### config.mk
export PLATFORM = sky130hd
export DESIGN_NAME = usb_log_rx_mux
export DESIGN_NICKNAME = d
export VERILOG_FILES = /design/src/rtl/usb_log_pkg.sv /design/src/rtl/usb_log_rr_arb.sv /design/src/rtl/usb_log_rx_mux.sv
export SDC_FILE = /design/constraint.sdc
export NUM_CORES = 1
export LEC_CHECK = 0
export ABC_AREA = 1
export ABC_CLOCK_PERIOD_IN_PS = 7900
export CAP_MARGIN = 10
export CELL_PAD_IN_SITES_DETAIL_PLACEMENT = 0
export CELL_PAD_IN_SITES_GLOBAL_PLACEMENT = 1
export CORE_AREA = 2 2 147 185
export CTS_CLUSTER_DIAMETER = 50
export CTS_CLUSTER_SIZE = 40
export DETAILED_ROUTE_END_ITERATION = 16
export DIE_AREA = 0 0 149 187
export PLACE_DENSITY = 0.86
export SYNTH_ARGS = -nofsm -noshare
export SYNTH_HDL_FRONTEND = slang
export SYNTH_HIERARCHICAL = 1
export SYNTH_SLANG_ARGS = --single-unit
### constraint.sdc
create_clock -name clock -period 7.9 [get_ports clock]
set_input_delay 1.185 -clock clock [delete_from_list [all_inputs] [get_ports clock]]
set_output_delay 1.185 -clock clock [all_outputs]
set_load 0.05 [all_outputs]
### src/rtl/usb_log_pkg.sv
// Shared encodings and record-layout constants for the multi-channel USB log packer.
package usb_log_pkg;

  typedef enum logic [3:0] {
    ST_IDLE,
    ST_META_WAIT,
    ST_META,
    ST_DATA_WAIT,
    ST_DATA,
    ST_HDR0,
    ST_HDR1,
    ST_COMMIT,
    ST_WAIT
  } state_t;

  localparam int TRUNC_BIT = 7;
  localparam int CHAN_LSB  = 0;
  localparam int HDR_BYTES = 2;

  // Worst-case record footprint, used for the buffer fit decision.
  function automatic int rec_max(input int meta_bytes, input int max_data);
    return HDR_BYTES + meta_bytes + max_data;
  endfunction

endpackage

### src/rtl/usb_log_rr_arb.sv
// Combinational round-robin arbiter: first requester at or after rr_ptr wins.
module usb_log_rr_arb #(
  parameter int NCH = 4,
  parameter int IW  = (NCH > 1) ? $clog2(NCH) : 1
) (
  input  logic [NCH-1:0] req,
  input  logic [IW-1:0]  rr_ptr,
  output logic [NCH-1:0] gnt,
  output logic [IW-1:0]  gnt_idx,
  output logic           gnt_valid
);

  // Scan from the far end so the nearest requester is the last one assigned.
  always_comb begin
    gnt       = '0;
    gnt_idx   = '0;
    gnt_valid = 1'b0;
    for (int k = NCH - 1; k >= 0; k--) begin
      if (req[(int'(rr_ptr) + k) % NCH]) begin
        gnt_valid = 1'b1;
        gnt_idx   = IW'((int'(rr_ptr) + k) % NCH);
      end
    end
    if (gnt_valid) gnt[gnt_idx] = 1'b1;
  end

endmodule

### src/rtl/usb_log_rx_mux.sv
// Packs framed log records from NCH capture FIFO pairs into one USB bulk IN buffer.
//
// state      | meaning
// IDLE       | decide commit or grant next channel
// META_WAIT  | meta pop in flight
// META       | write meta bytes MSB first at B+2..
// DATA_WAIT  | first data pop in flight
// DATA       | stream data bytes until data_stop, truncating past MAX_DATA
// HDR0       | back-patch {trunc, chan} at B
// HDR1       | back-patch length at B+1, advance fill and rr
// COMMIT     | hold commit request until ack
// WAIT       | wait for ack release, then empty the buffer
module usb_log_rx_mux
  import usb_log_pkg::*;
#(
  parameter int NCH          = 4,
  parameter int META_BYTES   = 8,
  parameter int MAX_DATA     = 64,
  parameter int ADDR_W       = 9,
  parameter int FLUSH_CYCLES = 125000,
  parameter int CNT_W        = 17
) (
  input  logic                       clock,
  input  logic                       reset,
  input  logic [NCH-1:0]             available,
  input  logic [NCH*META_BYTES*8-1:0] meta,
  output logic [NCH-1:0]             meta_en,
  input  logic [NCH*8-1:0]           data,
  input  logic [NCH-1:0]             data_stop,
  output logic [NCH-1:0]             data_en,
  output logic [ADDR_W-1:0]          usb_in_addr,
  output logic [7:0]                 usb_in_data,
  output logic                       usb_in_wren,
  input  logic                       usb_in_ready,
  output logic                       usb_in_commit,
  output logic [ADDR_W:0]            usb_in_commit_len,
  input  logic                       usb_in_commit_ack
);

  localparam int IW        = (NCH > 1) ? $clog2(NCH) : 1;
  localparam int MW        = META_BYTES * 8;
  localparam int MCW       = $clog2(META_BYTES + 1);
  localparam int RMAX      = rec_max(META_BYTES, MAX_DATA);
  localparam int BUF_BYTES = 2 ** ADDR_W;

  state_t            state, state_nxt;
  logic [IW-1:0]     g, rr, arb_idx;
  logic [NCH-1:0]    g_oh, arb_gnt;
  logic              arb_valid;
  logic [ADDR_W-1:0] base;
  logic [MCW-1:0]    mcnt;
  logic [7:0]        len;
  logic              trunc;
  logic [ADDR_W:0]   fill;
  logic [CNT_W-1:0]  flush_cnt;

  logic [MW-1:0]     meta_g;
  logic [7:0]        meta_byte, data_g, hdr0;
  logic              stop_g, meta_last, commit_due;

  usb_log_rr_arb #(.NCH(NCH), .IW(IW)) u_arb (
    .req       (available),
    .rr_ptr    (rr),
    .gnt       (arb_gnt),
    .gnt_idx   (arb_idx),
    .gnt_valid (arb_valid)
  );

  always_comb begin
    meta_g     = meta[int'(g)*MW +: MW];
    meta_byte  = meta_g[(META_BYTES - 1 - int'(mcnt))*8 +: 8];
    data_g     = data[int'(g)*8 +: 8];
    stop_g     = data_stop[g];
    meta_last  = (int'(mcnt) == META_BYTES - 1);
    commit_due = (fill != '0) && ((flush_cnt == '0) || (int'(fill) + RMAX > BUF_BYTES));
    hdr0                 = '0;
    hdr0[TRUNC_BIT]      = trunc;
    hdr0[CHAN_LSB +: 4]  = 4'(g);
  end

  always_ff @(posedge clock or posedge reset) begin
    if (reset) state <= ST_IDLE;
    else       state <= state_nxt;
  end

  always_comb begin
    state_nxt         = state;
    meta_en           = '0;
    data_en           = '0;
    usb_in_commit     = 1'b0;
    usb_in_commit_len = '0;
    case (state)
      ST_IDLE: begin
        if (commit_due)                    state_nxt = ST_COMMIT;
        else if (arb_valid && usb_in_ready) state_nxt = ST_META_WAIT;
      end
      ST_META_WAIT: begin
        meta_en   = g_oh;
        state_nxt = ST_META;
      end
      ST_META:      if (meta_last) state_nxt = ST_DATA_WAIT;
      ST_DATA_WAIT: begin
        data_en   = g_oh;
        state_nxt = ST_DATA;
      end
      ST_DATA: begin
        // Stop byte is the final one, so the pop must not be issued alongside it.
        if (stop_g) state_nxt = ST_HDR0;
        else        data_en   = g_oh;
      end
      ST_HDR0: state_nxt = ST_HDR1;
      ST_HDR1: state_nxt = ST_IDLE;
      ST_COMMIT: begin
        usb_in_commit     = 1'b1;
        usb_in_commit_len = fill;
        if (usb_in_commit_ack) state_nxt = ST_WAIT;
      end
      ST_WAIT: if (!usb_in_commit_ack) state_nxt = ST_IDLE;
      default: state_nxt = ST_IDLE;
    endcase
  end

  always_ff @(posedge clock or posedge reset) begin
    if (reset) begin
      g           <= '0;
      g_oh        <= '0;
      rr          <= '0;
      base        <= '0;
      mcnt        <= '0;
      len         <= '0;
      trunc       <= 1'b0;
      fill        <= '0;
      flush_cnt   <= CNT_W'(FLUSH_CYCLES);
      usb_in_addr <= '0;
      usb_in_data <= '0;
      usb_in_wren <= 1'b0;
    end else begin
      usb_in_wren <= 1'b0;
      // Down-counter reloads while the buffer is empty; zero means the flush deadline hit.
      if (fill == '0)            flush_cnt <= CNT_W'(FLUSH_CYCLES);
      else if (flush_cnt != '0)  flush_cnt <= flush_cnt - 1'b1;
      case (state)
        ST_IDLE: if (state_nxt == ST_META_WAIT) begin
          g     <= arb_idx;
          g_oh  <= arb_gnt;
          base  <= fill[ADDR_W-1:0];
          mcnt  <= '0;
          len   <= '0;
          trunc <= 1'b0;
        end
        ST_META: begin
          usb_in_addr <= base + ADDR_W'(HDR_BYTES) + ADDR_W'(mcnt);
          usb_in_data <= meta_byte;
          usb_in_wren <= 1'b1;
          mcnt        <= mcnt + 1'b1;
        end
        ST_DATA: begin
          if (int'(len) < MAX_DATA) begin
            usb_in_addr <= base + ADDR_W'(HDR_BYTES + META_BYTES) + ADDR_W'(len);
            usb_in_data <= data_g;
            usb_in_wren <= 1'b1;
            len         <= len + 1'b1;
          end else begin
            trunc <= 1'b1;
          end
        end
        ST_HDR0: begin
          usb_in_addr <= base;
          usb_in_data <= hdr0;
          usb_in_wren <= 1'b1;
        end
        ST_HDR1: begin
          usb_in_addr <= base + ADDR_W'(1);
          usb_in_data <= len;
          usb_in_wren <= 1'b1;
          fill        <= fill + (ADDR_W+1)'(HDR_BYTES + META_BYTES) + (ADDR_W+1)'(len);
          rr          <= (int'(g) == NCH - 1) ? '0 : g + 1'b1;
        end
        ST_WAIT: if (!usb_in_commit_ack) fill <= '0;
        default: ;
      endcase
    end
  end

endmodule
---- Yosys cells after proc, flatten, opt, wreduce, memory -nomap -nowiden ----
Cells that the tools add are included.
word-level totals
  flip-flop bits (word level) ............. 79
  output and inout bits ................... 37
  word-level logic and storage cells ...... 138
cells by class
  add/sub/neg operators ................... 16
  order comparisons ....................... 9
  eq/ne operators ......................... 15
  shifts and indexed selects .............. 3
  muxes and demuxes ....................... 55
  bitwise gates (word level) .............. 3
  reduce and logical (&&, ||, !) cells .... 24
operators by type and width
  kind                     count
  $shiftx A256 B9 Y64      1
  $shiftx A64 B8 Y8        1
  $mux W4                  10
  $pmux W9 S4              1
  $mux W17                 2
  $pmux W4 S8              1
  $pmux W8 S4              1
  $shiftx A32 B6 Y8        1
  $mux W8                  3
  $mux W10                 2
  $pmux W10 S2             1
  $logic_not A17 Y1        1
  $mux W1                  17
  $reduce_bool A17 Y1      1
  $sub A17 B1 Y17 const B  1
  $eq A4 B3 Y1 const B     4
  $pmux W4 S2              2
  $pmux W8 S2              1
  $lt A3 B4 Y1 const B     3
  $add A10 B7 Y11 const B  1
  $gt A11 B10 Y1 const B   1
  $add A10 B4 Y10 const B  1
  $add A10 B8 Y10          1
  $bmux W1 S2              5
  34 further kinds         62

---- Logic depth before layout (Yosys ltp) ----
  depth after elaboration ................. 17
  depth in mapped cells ................... 16

---- Hierarchy ----
The synthesis kept the hierarchy.
by module, submodules not included
  module          instances  cells each  area each (µm²)  seq. area each (µm²)
  usb_log_rx_mux  1          1198        7943.9           1985.7
  usb_log_rr_arb  1          52          275.3            0.0

---- Worst setup path before layout ----
No wires, ideal clock.
  path kind ............................... register to output
  start point ............................. reg state[3]
  end point ............................... out usb_in_commit_len[0]
  arrival ................................. 2.505 ns
  data required time ...................... 6.715 ns
  path slack .............................. 4.210 ns
  stages on the path, launching flop included .. 6
  path through ............................ dfrtp_1 inv_1 nand2_4 nor2_1 clkinv_1 nor2_1
on the way
  word-level cells in the longest chain between the ends .. 2
ends and longest elaborated chain
  what                    line                  RTL
  from (decl)             usb_log_rx_mux.sv:46  state_t state, state_nxt;
  from (signal assigned)  usb_log_rx_mux.sv:83  else state <= state_nxt;
  $eq A4 B3 Y1            usb_log_rx_mux.sv:92  case (state)
  $mux W10                usb_log_rx_mux.sv:92
  to (decl)               usb_log_rx_mux.sv:36  output logic [ADDR_W:0] usb_in_commit_len,
No other way between the ends.

---- Final worst setup path ----
  start point ............................. in data_stop[3]
  end point ............................... out data_en[1]
on the way
  word-level cells in the longest chain between the ends .. 4
ends and longest elaborated chain
  what                           line                   RTL
  from (decl)                    usb_log_rx_mux.sv:29   input logic [NCH-1:0] data_stop,
  $bmux W1 S2                    usb_log_rx_mux.sv:73   stop_g = data_stop[g];
  $mux W1 (not written as such)  usb_log_rx_mux.sv:73
  $mux W4                        usb_log_rx_mux.sv:108  if (stop_g) state_nxt = ST_HDR0;
  $pmux W4 S2                    usb_log_rx_mux.sv:92
  to (decl)                      usb_log_rx_mux.sv:30   output logic [NCH-1:0] data_en,
No other way between the ends. The select of a mux whose other input is x is not followed.

==> run summary <==
* run status: finished clean
* clock latency at the later pin of the worst-skew pair: 0.34 ns
* Mapped Area: 8220 um^2
* initial DRC count: 478
* flip-flop and latch count after synthesis: 79
* asr flop ratio synth: 100%
* Sw Ratio: 55.1%
* final period demand of the worst path: 4.39 ns
* Max Clk Rate: 228 MHz
* Buffers & Inverters on Critical Path: 2
* unrepaired setup endpoints after global routing: no
* top-area cell type share of the netlist area: 21.9%
* slew of the pin with the lowest slew margin: 0.955 ns
* Routed WL: 36.8 mm
* post-route setup TNS: 0 ns
* number of nets at the end of the flow: 1880
* TritonRoute pass-1 iters: 5
* # DRC: 0
* Arr. time, crit path: 3.20 ns
* synthesized area per cell: 6.58 um^2
* clock transition at the registers of the reported paths: 0.06 ns
* Die Outline Area: 27900 um^2
* Post-CTS Resized: 0
* clock network fraction of design power: 10.2%
* Initial Utilization: 31.2%
* count of hold-fix buffers inserted at cts: 0
* cell area reported after detailed placement: 11700 um^2
* routability-driven placement congestion ratio: 0.903
* highest net fanout along the worst path: 4
* post-synthesis cell type with the largest combined area: dfrtp_1
* hold violation total from the final report: 0
* Die X: 149 um
* Int Power: 1.92 mW
* worst min-delay path category: reg -> reg
* number of antenna violations at the first check in global routing: 5
* DIE HEIGHT: 187 um
* fraction of final layout cells with drive strength greater than 1: 7.55%
* Warnings, synthesis: 6
* CP dominant cell by count: clkdlybuf4s50_1
* clock tree from TritonCTS: yes
* category of the worst setup path capture point: output pin
* number of input and output port buffers inserted: 336
* depth of the CTS H-tree: 3
* total I/O pin count: 337
* syn_nets: 1598
* post-route standard cell area excluding fillers: 12000 um^2
* via count of the first global-routing pass: 9780
* Synth Instances: 1250
* Pwr Total: 4.27 mW
* area of the core: 26300 um^2
* element type at the critical path start: input pin
* count of flip-flops with a built-in enable after synthesis: 0
* number of pins exceeding their max-slew limit in the final report: 0
* Lkg Pwr: 5.12 nW
* DR WL/cell: 19.5 um
* HPWL after detailed placement: 28.7 mm
* register area share after synthesis: 24.2%
* antenna-violating nets left: 0
* Worst IR Drop VDD: 0.281 mV
* type of the worst setup path: in -> out
* cell-by-cell listing of the critical path: clkdlybuf4s50_1 > nor2_2 > o22a_1 > a21oi_1 > nor2_1 > clkdlybuf4s50_1
* most instantiated cells after synthesis: nor2_1 (235), nand2_1 (184), o21ai_0 (171)
* layout overhead on the synthesized area: 46.4%
* synth unique cells: 61
* final worst path period share: 55.5%
* combinational fraction of design power: 69.7%
* number of buffers on the longest clock path: 2
* drt via density: 5.31
* total global-route track usage: 25.6%
* cell with the most instances after synthesis: nor2_1
* max-cap viol count: 0
* leading post-synthesis cells by cell area: dfrtp_1 (22%), nor2_1 (11%), o21ai_0 (10%)
* total clock buffers created by CTS: 9
* Sequential Power Share: 20.1%
* category of cells accounting for the largest share of critical-path delay: buffers and inverters
* area of combinational cells with multiple inputs: 5440 um^2
* overall overflow remaining after global route: 0
* maximum number of pins on one net before global-route repair: 102
* delay of the slowest cell on the worst path: 0.72 ns
* CTS Sinks: 79
* main flop type after synthesis: dfrtp_1
* count of endpoints failing setup in the final report: 0
* first-pass GRT wire length: 55.5 mm
* worst max-slew margin expressed relative to the limit: 36.3%
* placement row count: 67
* CP required: 6.71 ns
* Post-Route Skew: 0.00626 ns
* total area of sequential cells: 1990 um^2
* Util after Layout: 45.7%
* CP max stage cell: clkdlybuf4s50_1
* buffer cell driving the clock tree root: clkbuf_16
* switching pwr: 2.35 mW
* post-CTS setup repair buffer count: 0
* total number of vias: 10000
* final-layout fill cell count: 2689
* Power Density: 355 nW/um^2
-- through the flow --
stage	worst slack [ns]	hold slack [ns]	std cells
after floorplan	4.21	0.449	1250
after global placement	3.55	0.464	1866
after detailed placement	3.51	0.465	1866
after CTS	3.51	0.483	1882
after global routing	3.40	0.507	1887
final	3.51	0.482	1887
-- layer usage --
layer / routed length [um] / GRT usage, % / vias to the layer above
li1: - / - / 4903
met1: 14600 / 30.2 / 4692
met2: 17900 / 44.2 / 355
met3: 2680 / 4.85 / 72
met4: 1660 / 12.4 / 0
met5: 0 / 0 / -
-- final cells by class --
| type | count | area share [%] |
|---|---|---|
| Sequential cell | 79 | 16.5 |
| Clock inverter | 6 | 0.572 |
| Clock buffer | 10 | 1.99 |
| Multi-Input combinational cell | 989 | 45.2 |
| Inverter | 108 | 3.47 |
| Antenna cell | 5 | 0.104 |
| Tap cell | 345 | 3.59 |
| Timing Repair Buffer | 345 | 28.5 |
-- cells in the final DEF, fill, tap and decap left out, types with 3 or more instances in the layout --
cell,count
clkdlybuf4s50_1,336
clkinvlp_4,4
nand3_1,108
a21oi_1,42
dfrtp_1,70
nor3_1,6
fa_1,3
o211ai_1,5
ha_1,45
dfstp_2,7
diode_2,5
o221ai_1,65
nor2_1,234
o31ai_1,3
o22ai_1,15
inv_2,14
nand4_1,13
o21ai_2,12
o21ai_0,171
nand2_2,12
buf_4,9
clkbuf_16,9
nor2_2,8
inv_1,85
or2_2,6
clkinv_1,4
nand2_4,4
nand3_2,5
nor2_4,4
a211oi_1,4
nand2_1,184
xor2_1,6
a31oi_1,4
-- worst reg2reg max path, stage by stage, from the launching register on --
cell and delay [ns]:
dfrtp_4 0.68, inv_4 0.43, buf_4 0.78, o21ai_0 0.31, o221ai_1 0.35, nand3_1 0.15, nand3_1 0.12, nand3_1 0.09
a21oi_1 0.14
-- power by group through the flow --
stage	clock network [mW]	registers (mW)	logic, mW
3_3_place_gp	0	0.858	2.94
2_1_floorplan	0	0.902	2.02
4_1_cts	0.442	0.853	2.99
3_5_place_dp	0	0.857	2.97
5_1_grt	0.460	0.884	3.33
6_report	0.434	0.859	2.97
-- flip-flops by register name, indices dropped and copies added, names as in the netlist, 2 cells and up --
name / cells
fill: 10
rr: 2
base: 9
flush_cnt: 17
usb_in_addr: 9
g: 2
g_oh: 4
usb_in_data: 8
state: 4
len: 8
mcnt: 4
-- worst paths after layout --
kind,from,to,slack [ns],cells after the start
max,data_stop[3],data_en[1],3.51,6
min in group asynchronous,reset,fill[7],1.18,2
min,usb_in_addr[8],usb_in_addr[8],0.48,2
max in group asynchronous,reset,g[0],5.50,3
min reg2reg,usb_in_addr[8],usb_in_addr[8],0.48,2
max reg2reg,g[0],usb_in_data[4],4.77,8
-- cells by family after synthesis --
group / share of synthesized area (%)
simple gates: 32.1
compound gates: 25.7
buf+inv: 9.70
flops: 24.2
fa+ha+maj: 7.58
xor+xnor: 0.746
Power figures use the tool's default switching activity.
